### src/rtl/spine_output_arbiter.sv
// Round-robin arbiter that shares one spine router output port among all requesting inputs.
// A grant is held until end of packet, burst limit, or owner withdrawal, then the port returns to IDLE for one cycle.
module spine_output_arbiter #(
  parameter int NUM_PORTS = 11,
  parameter int IDX_W     = 4,
  parameter int MAX_BURST = 4
) (
  input  logic                 clk,
  input  logic                 reset,
  input  logic [NUM_PORTS-1:0] req,
  input  logic [NUM_PORTS-1:0] last,
  input  logic                 out_fifo_full,
  output logic [NUM_PORTS-1:0] grant,
  output logic                 grant_valid,
  output logic [IDX_W-1:0]     grant_idx,
  output logic                 xfer,
  output logic [3:0]           burst_cnt
);

  localparam logic [0:0]       IDLE       = 1'b0;
  localparam logic [0:0]       GRANTED    = 1'b1;
  localparam logic [3:0]       BURST_LAST = 4'(MAX_BURST - 1);
  localparam logic [IDX_W-1:0] LAST_IDX   = IDX_W'(NUM_PORTS - 1);
  localparam logic [IDX_W:0]   PORTS_EXT  = (IDX_W + 1)'(NUM_PORTS);

  logic [0:0]             state;
  logic [IDX_W-1:0]       rr_ptr;
  logic [2*NUM_PORTS-1:0] req_dbl;
  logic [NUM_PORTS-1:0]   req_rot;
  logic [IDX_W-1:0]       offset;
  logic [IDX_W:0]         sel_sum;
  logic [IDX_W-1:0]       sel;
  logic [IDX_W-1:0]       next_ptr;
  logic                   release_now;

  // Rotate requests so rr_ptr lands on bit 0; the lowest set bit is then the next owner in round-robin order.
  assign req_dbl = {req, req};
  assign req_rot = NUM_PORTS'(req_dbl >> rr_ptr);

  always_comb begin
    offset = '0;
    for (int i = NUM_PORTS - 1; i >= 0; i--) begin
      if (req_rot[i]) begin
        offset = IDX_W'(i);
      end
    end
  end

  assign sel_sum = {1'b0, rr_ptr} + {1'b0, offset};
  assign sel     = (sel_sum >= PORTS_EXT) ? IDX_W'(sel_sum - PORTS_EXT) : sel_sum[IDX_W-1:0];

  assign xfer     = grant_valid & req[grant_idx] & ~out_fifo_full;
  assign next_ptr = (grant_idx == LAST_IDX) ? '0 : grant_idx + 1'b1;

  // Withdrawal releases even while the FIFO is full; the other two causes need a real transfer.
  assign release_now = (xfer & last[grant_idx])
                     | (xfer & (burst_cnt == BURST_LAST))
                     | ~req[grant_idx];

  always_ff @(posedge clk) begin
    if (reset) begin
      state       <= IDLE;
      grant       <= '0;
      grant_valid <= 1'b0;
      grant_idx   <= '0;
      burst_cnt   <= '0;
      rr_ptr      <= '0;
    end else begin
      case (state)
        IDLE: begin
          if (|req) begin
            grant       <= {{(NUM_PORTS-1){1'b0}}, 1'b1} << sel;
            grant_idx   <= sel;
            grant_valid <= 1'b1;
            burst_cnt   <= '0;
            state       <= GRANTED;
          end
        end
        GRANTED: begin
          if (release_now) begin
            grant       <= '0;
            grant_valid <= 1'b0;
            grant_idx   <= '0;
            burst_cnt   <= '0;
            rr_ptr      <= next_ptr;
            state       <= IDLE;
          end else if (xfer) begin
            burst_cnt <= burst_cnt + 4'd1;
          end
        end
        default: state <= IDLE;
      endcase
    end
  end

endmodule

### config.mk
export PLATFORM = sky130hd
export DESIGN_NAME = spine_output_arbiter
export DESIGN_NICKNAME = d
export VERILOG_FILES = /design/src/rtl/spine_output_arbiter.sv
export SDC_FILE = /design/constraint.sdc
export NUM_CORES = 1
export LEC_CHECK = 0
export CORE_MARGIN = 2
export CORE_UTILIZATION = 54
export DETAILED_ROUTE_END_ITERATION = 8
export PLACE_DENSITY = 0.82
export SKIP_LAST_GASP = 1
export SLEW_MARGIN = 15
export SYNTH_ARGS = -nofsm -noshare
export SYNTH_HDL_FRONTEND = slang
export SYNTH_SLANG_ARGS = --single-unit
### constraint.sdc
create_clock -name clk -period 4.77 [get_ports clk]
set_input_delay 0.7155 -clock clk [delete_from_list [all_inputs] [get_ports clk]]
set_output_delay 0.7155 -clock clk [all_outputs]
set_load 0.02 [all_outputs]
Word level (Yosys, flattened, before mapping)
Index checks and enable logic that the tools add are counted.
{ "totals": {"reg_bits": 25, "input_bits": 25, "wordCells": 65, "out_inout_bits": 21} }
{ "op_classes": {"n_mux": 33, "n_eq_ne": 5, "n_bitwise": 9, "n_addsub": 4, "n_lt_le_gt_ge": 2, "reduce_logical": 4, "shifts": 2} }
{ "ops": {"columns": ["op", "n"], "rows": [
  ["two-way mux 4 bit", 18],
  ["two-way mux 11 bit", 2],
  ["case mux 11 bit (2 select lines)", 1],
  ["right shift 22 x 4 -> 11 bit", 1],
  ["case mux 4 bit (2 select lines)", 2],
  ["OR reduction 11 bit", 1],
  ["<< shifter 1 x 4 -> 11 bit (first input constant)", 1],
  ["adder 4 x 1 -> 4 bit (second input constant)", 2],
  ["binary-select mux 1 bit (select 4 bit)", 2],
  ["two-way mux 1 bit", 6],
  ["AND reduction 2 bit", 3],
  ["adder 4 x 4 -> 5 bit", 1],
  ["greater-or-equal comparator 5 x 4 -> 1 bit (second input constant)", 1],
  ["less-than comparator 4 x 5 -> 1 bit (second input constant)", 1],
  ["AND 1 bit", 4],
  ["equality test 4 x 2 -> 1 bit (second input constant)", 1],
  ["equality test 4 bit (second input constant)", 1],
  ["case mux 1 bit (2 select lines)", 2],
  ["subtractor 4 bit (second input constant)", 1],
  ["!= test 3 x 2 -> 1 bit (second input constant)", 1],
  ["NOT 1 bit", 3],
  ["!= test 2 x 1 -> 1 bit (second input constant)", 1],
  ["!= test 2 bit (second input constant)", 1],
  ["bitwise OR 1 bit", 2]
]} }

Longest topological paths before layout
{ "depth": {"depth_word": 18, "ltp_mapped": 17, "depth_no_buf": 14} }

Worst setup path after synthesis
OpenSTA, ideal clock, no wires.
{ "synth_path": {"path_type": "input to register", "from": "in req[4]", "to": "reg grant[3]", "path_slack_ns": 0.345, "required_ns": 4.700, "setup_time_ns": 0.070, "path_buffers": 2, "stages": 14, "t_arrival_ns": 4.355, "path_cell_list": "clkbuf_1 > mux4_2 > mux4_2 > nor3_2 > nor4b_2 > nor3_1 > fa_1 > ha_1 > clkbuf_1 > nor2_1 > o31ai_1 > o2bb2ai_1 > or3_1 > o2bb2ai_1"} }
{ "synth_via": {"elab_chain_cells": 18, "word_cells_on_any_way": 32, "classes_between": "add/sub (2); order compare (1); eq/ne (2); shift (2); mux (16); bitwise (7); reduce/logical (2)"} }
{ "synth_rtl": {"columns": ["item", "line_no", "rtl"], "rows": [
  ["start, declared", "10", "input logic [NUM_PORTS-1:0] req,"],
  ["right shift 22 x 4 -> 11 bit", "38", "assign req_rot = NUM_PORTS'(req_dbl >> rr_ptr);"],
  ["two-way mux 4 bit (11 in a row)", "43", "if (req_rot[i]) begin"],
  ["adder 4 x 4 -> 5 bit", "49", "assign sel_sum = {1'b0, rr_ptr} + {1'b0, offset};"],
  ["subtractor 4 bit or greater-or-equal comparator 5 x 4 -> 1 bit (tied branches)", "50", "assign sel = (sel_sum >= PORTS_EXT) ? IDX_W'(sel_sum - PORTS_EXT) : sel_sum[IDX_W-1:0];"],
  ["two-way mux 4 bit", "50", null],
  ["<< shifter 1 x 4 -> 11 bit", "72", "grant <= {{(NUM_PORTS-1){1'b0}}, 1'b1} << sel;"],
  ["two-way mux 11 bit", "71", "if (|req) begin"],
  ["case mux 11 bit (2 select lines)", "69", "case (state)"],
  ["end signal, assigned", "72", null],
  ["end, declared", "13", "output logic [NUM_PORTS-1:0] grant,"]
]} }
Parallel ways exist; a longest one is shown, timed or not. The select of a mux whose other input is x is not followed.
A chain may end at the register's enable or synchronous reset.

Worst setup path in the final report
{ "layout_path": {"from": "in req[6]", "to": "reg grant[10]"} }
Same word-level chain as after synthesis.

==> impl_metrics.yaml <==
clock_tree:
  cts_resized: 0
  hold_buffers: 0
  clkLatencyLatePin_ns: 0.27
  cts.path.max_buffers: 2
  post_cts_buffers: 0
  cts_made_buffers: 3
  clock_sinks: 25
  htreeDepth: 1
  cts_tree: "done"
  cts-root-buf: "clkbuf_8"
  path_clk_slew_ns: 0.09
layout:
  fin_cells: 425
  n_fill_cell: 348
  fin_nets: 404
  design_area_um2: 3393
  n_antenna_cell: 0
  synthToLayoutAreaGrowth_pct: 31.27
  drive_above_1_share_pct: 19.68
  multi_input_area_um2: 1968
  final_util_pct: 72.81
  area.sequential_um2: 500.5
floorplanning:
  die_h_um: 73.19
  die_w_um: 73.19
  row_count: 25
  die_area_um2: 5357
  num_io_pins: 46
  start_util_pct: 55.46
  core_um2: 4661
setup_path:
  critPathKind: "in -> reg"
  end_kind: "flip-flop"
  required_ns: 4.99
  start_kind: "input port"
  ff2ff_path_depth: 15
  critPathMaxFanout: 6
  arrival_ns: 4.78
synth:
  synth_xor_xnor_area_share_pct: 1.016
  synth_edf_count: 0
  synth_top_flop_cell: "dfxtp_1"
  synth_simple_gate_area_share_pct: 22.99
  synthMuxAreaShare_pct: 21.06
  synth_area_per_cell_um2: 8.588
  synth.distinct_cells: 68
  yosysWarnings: 0
  synth_fa_ha_area_share_pct: 3.679
  ys_ff_latch: 25
  synth.top_cells.by_area: "dfxtp_1 19%, mux4_2 7.0%, mux4_1 6.1%, mux2i_1 5.8%, nor3_1 3.5%"
  synth_area_um2: 2585
  synth_compound_area_share_pct: 26.33
  synth_cells: 301
  ys_seq_area_share_pct: 19.36
  synth_fp_nets: 333
  async_reset_ff_share_pct: 0
  synth_top_cell_by_area: "dfxtp_1"
  yosys.area.top_type_share_pct: 19.36
  synth_top_family_by_area: "compound AO/OA/AOI/OAI gates"
routing:
  via_count: 2738
  drt_first_pass_iters: 5
  via_per_inst: 6.442
  wl_per_cell_um: 16.84
  drt-total-wl_um: 7158
  ant_nets: 0
  drtIter0Drc: 246
  drc: 0
sta:
  holdWs_ns: 0.4757
  period_needed_ns: 4.567
  rsz0062_at_grt: "no"
  slew_viol_final: 0
  fmax_mhz: 219.0
  fin_crit_sh_pct: 95.75
  skew_ns: 0.003152
  slew_headroom_pct: 54.49
  setup_slack_ns: 0.2029
  fin_tns_setup_ns: 0
  hold_viol: 0
  worst_slew_pin_slew_ns: 0.6790
  setup_viol: 0
placement:
  pre_cts_slack_ns: -0.2077
  place_congestion: 0.9541
  dp_hpwl_um: 5533
  numPortBuffers: 45
  post_dp_cell_area_um2: 3319
  dp_cells: 421
global_route:
  grt-ovfl-total: 0
  grt_pass1_wl_um: 11310
  track_usage_pct: 26.19
  grt_pass1_vias: 2473
  antenna_found_initial: 0
  grt_max_degree: 18
pwr:
  total_power_mw: 2.039
  ir_drop_uv: 488.7
  powerDensity_nw_per_um2: 601.0
  p_leak_nw: 1.292
hold_path:
  hp-class: "reg -> reg"
  min_delay_path_depth: 1
outcome:
  status: "completed"
job:
  max_cap_viol_count: 0
[cells by family (layout without fill, tap and decap cells)]
logic type	after synthesis	after routing
AND/OR/NAND/NOR	110	110
AO/OA/AOI/OAI	90	90
multiplexers	34	34
buffers and inverters	32	102
flip-flops	25	25
adder cells (fa/ha/maj)	7	7
XOR/XNOR	3	3
[per-layer routing]
metal	GRT usage, %	vias up	part of all wire [%]
met3	2.210	14	3.8
met5	0	-	0
met2	45.95	82	50
met1	34.39	1314	44
li1	-	1328	-
met4	6.996	0	1.5
[worst paths after layout]
check / start / end / slack, ns
max: req[6] / grant[10] / 0.20
min: grant[3] / grant[3] / 0.48
max reg2reg: rr_ptr[1] / grant[4] / 0.36
min reg2reg: grant[3] / grant[3] / 0.48
[sequential cells by signal, indices dropped and copies added, names as in the netlist]
| signal | count |
|---|---|
| grant | 11 |
| rr_ptr | 4 |
| state | 1 |
| burst_cnt | 4 |
| grant_valid | 1 |
| grant_idx | 4 |
[where the power goes]
| group | internal (mW) | total [mW] | switching (mW) |
|---|---|---|---|
| Clock | 0.0584 | 0.125 | 0.0670 |
| Sequential | 0.258 | 0.344 | 0.0855 |
| Combinational | 0.752 | 1.57 | 0.819 |
[synth_stat cells (2+ instances only)]
library cell / instances
buf_1: 2
dfxtp_1: 25
or2_2: 2
o22ai_1: 2
a22oi_1: 2
a21oi_1: 15
a211oi_1: 12
a22o_1: 6
o32ai_1: 2
o311ai_1: 2
o21a_1: 3
nor3b_1: 2
inv_1: 10
nor3_2: 2
o31ai_1: 3
nand3_1: 7
a2bb2oi_1: 3
o21ai_0: 6
nor2b_1: 5
mux4_2: 8
nor3_1: 18
buf_2: 7
ha_1: 6
and3_1: 4
mux4_1: 6
a32o_1: 3
a21o_1: 6
nand2b_1: 6
nand2_1: 19
clkbuf_1: 10
xnor2_1: 2
mux2i_1: 15
buf_4: 2
or3_1: 4
or4_1: 2
a311oi_1: 3
nor2_1: 24
mux2_2: 5
a211o_1: 3
or2b_1: 2
nor4_1: 3
a32oi_1: 2
o2bb2ai_1: 5
[worst max-delay path, cell delays in order]
cell             delay (ns)
clkdlybuf4s50_1        0.49
mux4_2                 0.55
nand2_1                0.11
a21boi_1               0.28
a2bb2oi_1              0.11
o41ai_1                0.35
a21oi_1                0.12
ha_1                   0.21
fa_2                   0.43
a21o_1                 0.21
a21oi_1                0.22
buf_4                  0.17
o31ai_1                0.07
o2bb2ai_1              0.19
buf_4                  0.18
nor3_1                 0.21
a22o_1                 0.16
[area by class of cell]
type | instances | area share (%)
flip-flops and latches | 25 | 14.75
multi-input cells | 244 | 58.00
clock inverters | 1 | 0.1475
repair buffers | 88 | 22.79
clock buffers | 3 | 1.217
inverters | 10 | 1.106
well taps | 54 | 1.991
[layout by cell type (no fill, tap or decap), types with 4 or more instances in the layout]
cell type,netlist,layout
mux4_2,8,8
or3_1,4,4
a22o_1,6,6
o21ai_0,6,6
and3_1,4,4
nor2b_1,5,5
nand3_1,7,7
mux2_2,5,5
nand2b_1,6,6
a21oi_1,15,15
nor3_1,18,17
mux4_1,6,6
a211oi_1,12,12
dfxtp_1,25,25
a21o_1,6,6
clkdlybuf4s50_1,0,45
mux2i_1,15,15
nand2_1,19,19
inv_1,10,10
o2bb2ai_1,5,5
nor2_1,24,24
buf_4,2,43
ha_1,6,6
Note: power is estimated with default switching activity, not from simulation.
